===== src/rtl/uart_tx_pkg.sv =====
// Shared constants for the UART transmitter: baud select codes, bit periods
// (in clkTx cycles), transmitter state encoding and the baud decode helper.
package uart_tx_pkg;

  // Baud select codes, identical to the ones the receiver decodes.
  localparam logic [1:0] slowest   = 2'd0;
  localparam logic [1:0] kindaSlow = 2'd1;
  localparam logic [1:0] slow      = 2'd2;
  localparam logic [1:0] normal    = 2'd3;

  // Bit periods in clkTx cycles for each baud code.
  localparam int unsigned _1200 = 128;
  localparam int unsigned _2400 = 64;
  localparam int unsigned _4800 = 32;
  localparam int unsigned _9600 = 16;

  // Wide enough to hold the longest bit period itself, not just its last index.
  localparam int unsigned CNT_W = $clog2(_1200 + 1);

  // Transmitter state encoding; names kept distinct from the receiver's.
  typedef enum logic [1:0] {
    TX_IDLE  = 2'd0,
    TX_START = 2'd1,
    TX_DATA  = 2'd2,
    TX_STOP  = 2'd3
  } tx_state_e;

  // Map a baud code to its bit period.
  function automatic logic [CNT_W-1:0] clocks_per_bit(input logic [1:0] code);
    logic [CNT_W-1:0] cpb;
    case (code)
      slowest:   cpb = CNT_W'(_1200);
      kindaSlow: cpb = CNT_W'(_2400);
      slow:      cpb = CNT_W'(_4800);
      default:   cpb = CNT_W'(_9600);
    endcase
    return cpb;
  endfunction

endpackage


===== src/rtl/uart_tx_fifo.sv =====
// Four-entry byte FIFO feeding the transmitter. The head entry is visible on
// data_o whenever the FIFO is not empty; a pop simply advances past it.
module uart_tx_fifo (
  input  logic       clk_i,
  input  logic       rst_i,
  input  logic       push_i,
  input  logic       pop_i,
  input  logic [7:0] data_i,
  output logic [7:0] data_o,
  output logic       full_o,
  output logic       empty_o,
  output logic [2:0] count_o
);

  logic [7:0] mem_q [4];
  logic [1:0] wr_ptr_q;
  logic [1:0] rd_ptr_q;
  logic [2:0] count_q;
  logic       do_push;
  logic       do_pop;

  // Requests against a full or empty FIFO are dropped silently.
  assign do_push = push_i && !full_o;
  assign do_pop  = pop_i && !empty_o;

  assign full_o  = (count_q == 3'd4);
  assign empty_o = (count_q == 3'd0);
  assign count_o = count_q;
  assign data_o  = mem_q[rd_ptr_q];

  // Pointer and occupancy bookkeeping; 2-bit pointers wrap 3->0 naturally.
  always_ff @(posedge clk_i or posedge rst_i) begin
    if (rst_i) begin
      wr_ptr_q <= 2'd0;
      rd_ptr_q <= 2'd0;
      count_q  <= 3'd0;
    end else begin
      if (do_push) wr_ptr_q <= wr_ptr_q + 2'd1;
      if (do_pop)  rd_ptr_q <= rd_ptr_q + 2'd1;
      case ({do_push, do_pop})
        2'b10:   count_q <= count_q + 3'd1;
        2'b01:   count_q <= count_q - 3'd1;
        default: count_q <= count_q;
      endcase
    end
  end

  // Byte storage; contents are don't-care until written, so no reset needed.
  always_ff @(posedge clk_i) begin
    if (do_push) mem_q[wr_ptr_q] <= data_i;
  end

endmodule


===== src/rtl/uart_tx.sv =====
// 8N1 UART transmitter: bytes arrive over dataValid/dataReady into a small
// FIFO and are serialised start bit, 8 data bits LSB first, stop bit.
// Handshake: a byte is taken on any clkTx edge where dataValid && dataReady;
// dataValid while dataReady is low is ignored, and dataReady is simply !full.
module uart_tx
  import uart_tx_pkg::*;
(
  input  logic       clkTx,
  input  logic       reset,
  input  logic [1:0] baudRate,
  input  logic [7:0] dataIn,
  input  logic       dataValid,
  output logic       dataReady,
  output logic       serialOutput,
  output logic       busy,
  output logic [2:0] fifoCount,
  output tx_state_e  txState
);

  tx_state_e        state_q;
  logic [CNT_W-1:0] clk_cnt_q;
  logic [CNT_W-1:0] cpb_q;
  logic [2:0]       bit_idx_q;
  logic [7:0]       shift_q;
  logic             line_q;
  logic             busy_q;

  logic       fifo_full;
  logic       fifo_empty;
  logic       fifo_pop;
  logic [7:0] fifo_head;
  logic [2:0] fifo_count;
  logic       bit_end;

  // Last cycle of the current bit period.
  assign bit_end = (clk_cnt_q == (cpb_q - CNT_W'(1)));

  // A new frame is started from IDLE, or straight out of the last stop cycle.
  assign fifo_pop = !fifo_empty &&
                    ((state_q == TX_IDLE) || ((state_q == TX_STOP) && bit_end));

  uart_tx_fifo u_fifo (
    .clk_i   (clkTx),
    .rst_i   (reset),
    .push_i  (dataValid),
    .pop_i   (fifo_pop),
    .data_i  (dataIn),
    .data_o  (fifo_head),
    .full_o  (fifo_full),
    .empty_o (fifo_empty),
    .count_o (fifo_count)
  );

  assign dataReady    = !fifo_full;
  assign fifoCount    = fifo_count;
  assign serialOutput = line_q;
  assign busy         = busy_q;
  assign txState      = state_q;

  // Frame sequencer and serialiser; the line and busy are registered here.
  always_ff @(posedge clkTx or posedge reset) begin
    if (reset) begin
      state_q   <= TX_IDLE;
      clk_cnt_q <= '0;
      cpb_q     <= CNT_W'(_9600);
      bit_idx_q <= 3'd0;
      shift_q   <= 8'd0;
      line_q    <= 1'b1;
      busy_q    <= 1'b0;
    end else begin
      case (state_q)
        TX_IDLE: begin
          line_q    <= 1'b1;
          clk_cnt_q <= '0;
          bit_idx_q <= 3'd0;
          if (!fifo_empty) begin
            shift_q <= fifo_head;
            cpb_q   <= clocks_per_bit(baudRate);
            busy_q  <= 1'b1;
            line_q  <= 1'b0;
            state_q <= TX_START;
          end
        end
        TX_START: begin
          if (bit_end) begin
            clk_cnt_q <= '0;
            bit_idx_q <= 3'd0;
            line_q    <= shift_q[0];
            state_q   <= TX_DATA;
          end else begin
            clk_cnt_q <= clk_cnt_q + CNT_W'(1);
          end
        end
        TX_DATA: begin
          if (bit_end) begin
            clk_cnt_q <= '0;
            if (bit_idx_q == 3'd7) begin
              line_q  <= 1'b1;
              state_q <= TX_STOP;
            end else begin
              bit_idx_q <= bit_idx_q + 3'd1;
              line_q    <= shift_q[bit_idx_q + 3'd1];
            end
          end else begin
            clk_cnt_q <= clk_cnt_q + CNT_W'(1);
          end
        end
        TX_STOP: begin
          if (bit_end) begin
            clk_cnt_q <= '0;
            bit_idx_q <= 3'd0;
            if (!fifo_empty) begin
              // Queued byte: go straight into its start bit, no idle gap.
              shift_q <= fifo_head;
              cpb_q   <= clocks_per_bit(baudRate);
              line_q  <= 1'b0;
              state_q <= TX_START;
            end else begin
              line_q  <= 1'b1;
              busy_q  <= 1'b0;
              state_q <= TX_IDLE;
            end
          end else begin
            clk_cnt_q <= clk_cnt_q + CNT_W'(1);
          end
        end
        default: begin
          state_q   <= TX_IDLE;
          clk_cnt_q <= '0;
          line_q    <= 1'b1;
          busy_q    <= 1'b0;
        end
      endcase
    end
  end

endmodule


===== config.mk =====
export PLATFORM = sky130hd
export DESIGN_NAME = uart_tx
export DESIGN_NICKNAME = d
export VERILOG_FILES = /design/src/rtl/uart_tx_pkg.sv /design/src/rtl/uart_tx_fifo.sv /design/src/rtl/uart_tx.sv
export SDC_FILE = /design/constraint.sdc
export NUM_CORES = 1
export LEC_CHECK = 0
export BUFFER_PORTS_ARGS = -buffer_cell sky130_fd_sc_hd__buf_2
export CAP_MARGIN = 20
export CORE_ASPECT_RATIO = 2
export CORE_MARGIN = 2
export CORE_UTILIZATION = 50
export CTS_BUF_LIST = sky130_fd_sc_hd__clkbuf_2
export CTS_CLUSTER_DIAMETER = 60
export CTS_CLUSTER_SIZE = 25
export DETAILED_ROUTE_END_ITERATION = 10
export GPL_TIMING_DRIVEN = 0
export PLACE_DENSITY = 0.79
export REMOVE_ABC_BUFFERS = 1
export SLEW_MARGIN = 20
export SYNTH_ARGS = -nofsm -noshare
export SYNTH_HDL_FRONTEND = slang
export SYNTH_HIERARCHICAL = 1
export SYNTH_SLANG_ARGS = --single-unit

===== constraint.sdc =====
create_clock -name clkTx -period 4.3 [get_ports clkTx]
set_input_delay 0.215 -clock clkTx [delete_from_list [all_inputs] [get_ports clkTx]]
set_output_delay 0.215 -clock clkTx [all_outputs]
set_load 0.005 [all_outputs]

# --- Word-level counts from Yosys, hierarchy flattened ---
# Memory sizes are Yosys's and may differ from the RTL's.
# Cells that the tools add are included.
classes:
  eq_ne: 18
  n_addsub: 7
  muxes: 35
  order_cmp: 1
  n_reduce_logical: 19
op_table:
  columns: ["cell", "n"]
  rows:
  - ["$pmux 8 s2", 3]
  - ["$mux 8", 5]
  - ["$pmux 8 s3", 1]
  - ["$ne 2x2->1 const B", 7]
  - ["$mux 1", 12]
  - ["$mux 2", 5]
  - ["$mux 3", 3]
  - ["$pmux 3 s3", 1]
  - ["$add 8x1->8 const B", 1]
  - ["$eq 2x2->1 const B", 4]
  - ["$eq 8x8->1", 1]
  - ["$pmux 2 s4", 1]
  - ["$sub 8x1->8 const B", 1]
  - ["$add 3x1->3 const B", 2]
  - ["$eq 2x1->1 const B", 3]
  - ["$eq 3x3->1 const B", 2]
  - ["$pmux 3 s2", 1]
  - ["$reduce_and 3->1", 2]
  - ["$reduce_and 5->1", 1]
  - ["$add 2x1->2 const B", 2]
  - ["$logic_and 1x1->1", 4]
  - ["$logic_not 2->1", 2]
  - ["$lt 3x4->1 const B", 1]
  - ["$pmux 1 s4", 1]
  - ["other kinds (12)", 14]
word_totals:
  ramBits: 32
  mem_count: 1
  output_inout_bits: 8
  register_bits: 38
  inputBits: 13
  elab_cells: 91
memory_table:
  columns: ["name", "depth", "width", "read_ports", "rd_clocked_by_memory_dff", "write_ports", "line_no", "source"]
  rows:
  - ["u_fifo.mem_q", 4, 8, 1, 0, 1, "uart_tx_fifo.sv:15", "logic [7:0] mem_q [4];"]

# --- Longest topological paths before layout ---
depth:
  ltp_word: 8
  depth_mapped: 14

# --- Hierarchy ---
# Netlist, hierarchy kept.
modules_own_cells:
  columns: ["module", "cells_each", "instances", "area_each_um2"]
  rows:
  - ["uart_tx_fifo", 80, 1, 1596.5]
  - ["uart_tx", 134, 1, 1495.2]

# --- Worst setup path before layout ---
# OpenSTA, ideal clock, no wires.
synth_path:
  path_kind: "register to register"
  from: "reg cpb_q[4]"
  to: "reg u_fifo.count_q[2] (netlist: u_fifo/count_o[2])"
  t_required_ns: 4.221
  arrival_time_ns: 2.819
  path_slack_ns: 1.402
  stages_incl_launch_ff: 15
  path_buffers: 0
  synth_period_minus_slack_ns: 2.898
  setup_time_ns: 0.079
  cell_sequence: "dfstp_2 > inv_1 > ha_1 > xor3_1 > nor4_2 > and2_4 > nand2_1 > a21oi_1 > o31a_2 > ha_1 > inv_1 > fa_1 > xor2_1 > nor2_1 > xor2_1"
synth_via:
  elab_chain_cells: 8
  elab_cells_between_ends: 10
  classes_between: "add/sub (1); eq/ne (3); mux (1); reduce/logical (5)"
synth_rtl:
  columns: ["item", "line_no", "source"]
  rows:
  - ["start, declared", "uart_tx.sv:22", "logic [CNT_W-1:0] cpb_q;"]
  - ["start signal, assigned", "uart_tx.sv:65", "cpb_q <= CNT_W'(_9600);"]
  - ["start signal, assigned", "uart_tx.sv:78", "cpb_q <= clocks_per_bit(baudRate);"]
  - ["start signal, assigned", "uart_tx.sv:115", "cpb_q <= clocks_per_bit(baudRate);"]
  - ["$sub 8x1->8 (*)", "uart_tx.sv:36", "assign bit_end = (clk_cnt_q == (cpb_q - CNT_W'(1)));"]
  - ["$eq 8x8->1 (*)", "uart_tx.sv:36", null]
  - ["$logic_and 1x1->1 (*)", "uart_tx.sv:40", "((state_q == TX_IDLE) || ((state_q == TX_STOP) && bit_end));"]
  - ["$logic_or 1x1->1 (*)", "uart_tx.sv:40", null]
  - ["$logic_and 1x1->1 (*)", "uart_tx.sv:39", "assign fifo_pop = !fifo_empty &&"]
  - ["net fifo_pop", "uart_tx.sv:30", "logic fifo_pop;"]
  - ["$logic_and 1x1->1 (*)", "uart_tx_fifo.sv:24", "assign do_pop = pop_i && !empty_o;"]
  - ["net u_fifo.do_pop", "uart_tx_fifo.sv:20", "logic do_pop;"]
  - ["$eq 2x1->1 / $eq 2x2->1 (equally long branches)", "uart_tx_fifo.sv:40", "case ({do_push, do_pop})"]
  - ["$pmux 3 s2 / $reduce_bool 2->1 (equally long branches)", null, null]
  - ["end signal, assigned", "uart_tx_fifo.sv:41", "2'b10: count_q <= count_q + 3'd1;"]
  - ["end signal, assigned", "uart_tx_fifo.sv:42", "2'b01: count_q <= count_q - 3'd1;"]
  - ["end signal, assigned", "uart_tx_fifo.sv:43", "default: count_q <= count_q;"]
  - ["end, declared", "uart_tx_fifo.sv:18", "logic [2:0] count_q;"]
# Mark *: on every way through the listed nets, which the timed path passes. The rest lies on a longest branch.
# A chain may end at the register's enable or synchronous reset.

# --- Worst setup path in the final report ---
# Ends and elaborated chain as after synthesis.

==> flow_summary.yaml <==
status:
  status: "completed"
sta:
  hold-worst-slack_ps: 101.6
  tightest_slew_ps: 825.9
  max_freq_mhz: 293.0
  tns_ps: 0
  period_share_pct: 79.38
  slew_headroom_pct: 44.93
  setup_viol: 0
  finalWorstPathRequiredPeriod_ps: 3413
  finClkSkew_ps: 23.51
  report.final.hold_viol_count: 0
  rsz0062_at_grt: "false"
  finalMaxSlewViolations: 0
yosys:
  synth_area_leader_cell: "edfxtp_1"
  async_flop_share_pct: 51.52
  synth_edf_count: 32
  syn-mean-instance-area_sq_um: 14.45
  synth_cell_types: 41
  synth.cell_area_sq_um: 3092
  synth_common_cells: "dfrtp_1 (32), edfxtp_1 (32), inv_1 (15)"
  synth-seq-cells: 66
  synth_cells: 214
  synth.area.top_cells: "edfxtp_1 (31%), dfrtp_1 (26%), mux4_2 (7.3%)"
  yosysWarnings: 6
  synthFlopType: "edfxtp_1"
  yosysSeqAreaShare_pct: 58.68
  synth_top_area_share_pct: 31.08
grt:
  grtUsageTotal_pct: 17.29
  grt_pass1_vias: 1872
  antenna_found_initial: 0
  grt_max_degree: 28
  overflow: 0
  grt_pass1_wl_mm: 8.756
critical_path:
  crit_chain: "inv_1 > ha_1 > xor3_1 > nor4_2 > and2_4 > nand2_1 > a21oi_1 > o31a_2 > ha_1 > inv_1 > fa_1 > xor2_1 > nor2_1 > xor2_1"
  path_max_fanout: 6
  start_kind: "flop"
  worstSetupPathType: "reg2reg"
  worst_path_max_delay_cell: "dfstp_2"
  critPathArrivalTime_ps: 3830
  crit_path_max_incr_delay_ps: 590
  critPathRequiredTime_ps: 4720
  cp-end-kind: "flop"
  r2r_slack_ps: 890
power:
  leakagePower_nw: 1.478
  peakVddDrop_v: 0.0004661
  pwr-share-seq_pct: 43.7
  cellPowerDensity_nw_per_um2: 667.0
  p_comb_share_pct: 41.0
  p_sw_share_pct: 35.19
  p_int_mw: 1.504
  pwr-share-clk_pct: 15.2
  switchingPower_mw: 0.8166
drt:
  postRouteAntennaNets: 0
  drc: 0
  drt-total-wl_mm: 5.089
  drtIter0Drc: 74
  post_drt_wl_per_cell_um: 15.90
  num_vias: 1763
  via_per_inst: 5.509
  drt-pass1-iter-count: 4
floorplanning:
  std_cell_rows: 40
  start_util_pct: 51.48
  core-area_sq_um: 6006
  io_pins: 21
  die_w_um: 59.61
  dieArea_sq_um: 6867
  die_h_um: 115.2
clock_tree:
  clk_pin_slew_ps: 180
  cts_resized: 0
  clock_latency_ps: 480
  cts.htree.levels: 3
  clock_path_buffers: 2
  numCtsBuffers: 9
  clock_sinks: 66
  cts_tree: "done"
  cts_root_buf: "clkbuf_2"
final_layout:
  multiInputGateArea_sq_um: 1194
  final_nets: 280
  areaGrowthSynthToFinish_pct: 12.51
  n_antenna_cell: 0
  seqCellArea_sq_um: 1814
  fillers: 490
  drive_above_1_share_pct: 27.63
placed_design:
  place_congestion: 0.7531
  portBuffers: 20
  dp_hpwl_mm: 3.740
min_path:
  hold_class: "in2reg"
run:
  maxCapViolCount: 0
## final timing paths
path,startpoint,to,cells after the start
setup / recovery,cpb_q[4],u_fifo/count_o[2],14
hold / removal,dataValid,u_fifo/wr_ptr_q[0],3
setup reg to reg,cpb_q[4],u_fifo/count_o[2],14
hold reg to reg,serialOutput,serialOutput,2
max in group asynchronous,reset,cpb_q[4],3
min in group asynchronous,reset,u_fifo/wr_ptr_q[1],3
## cells by family (layout without fill, tap and decap cells)
logic type / Yosys count / after routing / share of synthesized area (%)
mux: 24 / 24 / 13.36
buf+inv: 20 / 63 / 2.711
fa+ha+maj: 15 / 15 / 6.313
simple gates: 58 / 58 / 10.52
xor+xnor: 17 / 17 / 5.302
flops: 66 / 66 / 58.68
compound gates: 14 / 14 / 3.116
## registers in the layout (all words and copies together) (netlist names), 3 cells and up
register / cells
u_fifo/mem_q: 32
clk_cnt_q: 8
shift_q: 8
cpb_q: 4
bit_idx_q: 3
u_fifo/count_o: 3
## metrics by stage
step           power [mW]  std cells  worst slack [ps]  utilization (%)  instance area [sq um]
6_report            2.320        320             886.5            57.92                   3478
5_1_grt             2.490        320             718.7            57.92                   3478
4_1_cts             2.352        320             858.1            57.92                   3478
3_5_place_dp        1.983        292             928.8            54.00                   3243
3_3_place_gp        1.931        292              1051            54.00                   3243
2_1_floorplan       1.749        209              1402                -                   3064
## cell type report
type | count | share of cell area (%)
inverter | 15 | 1.619
sequential | 66 | 52.16
tap | 63 | 2.266
multi-input combinational | 128 | 34.32
timing repair buffer | 32 | 6.331
clock inverter | 7 | 2.014
clock buffer | 9 | 1.295
## layout by cell type (no fill, tap or decap), drive strengths merged, types with 3 or more instances in the layout
master and count:
dfrtp 32, nand3 8, o21ai 4, clkbuf 9, xnor2 8, inv 15, xor2 8, buf 20
clkinv 6, nor2b 4, and2 5, nand2 13, edfxtp 32, mux2 11, nor2 12, mux2i 3
a21oi 4, ha 14, dlygate4sd3 12, nor3 4, mux4 10
## power groups by stage
| stage | sequential, mW | clock, mW | combinational, mW |
|---|---|---|---|
| floorplan | 0.988 | 0 | 0.761 |
| global placement | 1.02 | 0 | 0.909 |
| detailed placement | 1.03 | 0 | 0.950 |
| CTS | 1.02 | 0.366 | 0.968 |
| global route | 1.04 | 0.391 | 1.06 |
| finish | 1.01 | 0.354 | 0.952 |
## critical path, delay by kind of cell, from the launching register on
family / cells / cell delay [ps]
buffers and inverters: 2 / 130
AO/OA/AOI/OAI: 2 / 350
XOR/XNOR: 3 / 520
flip-flops: 1 / 590
AND/OR/NAND/NOR: 4 / 980
adder cells (fa/ha/maj): 3 / 770
## metal layers
metal,up-vias,share of wire (%),GRT usage (%)
li1,839,-,-
met1,887,36,18.14
met2,29,59,30.70
met3,8,2.7,5.062
met4,0,2.2,7.852
met5,-,0,0
## timing repair
action                                  CTS  global route
endpoints found under the setup margin    0             0
hold buffers                             12             0
endpoints found under the hold margin    66             0
setup buffers                             0             0
Note: power is estimated with default switching activity, not from simulation.
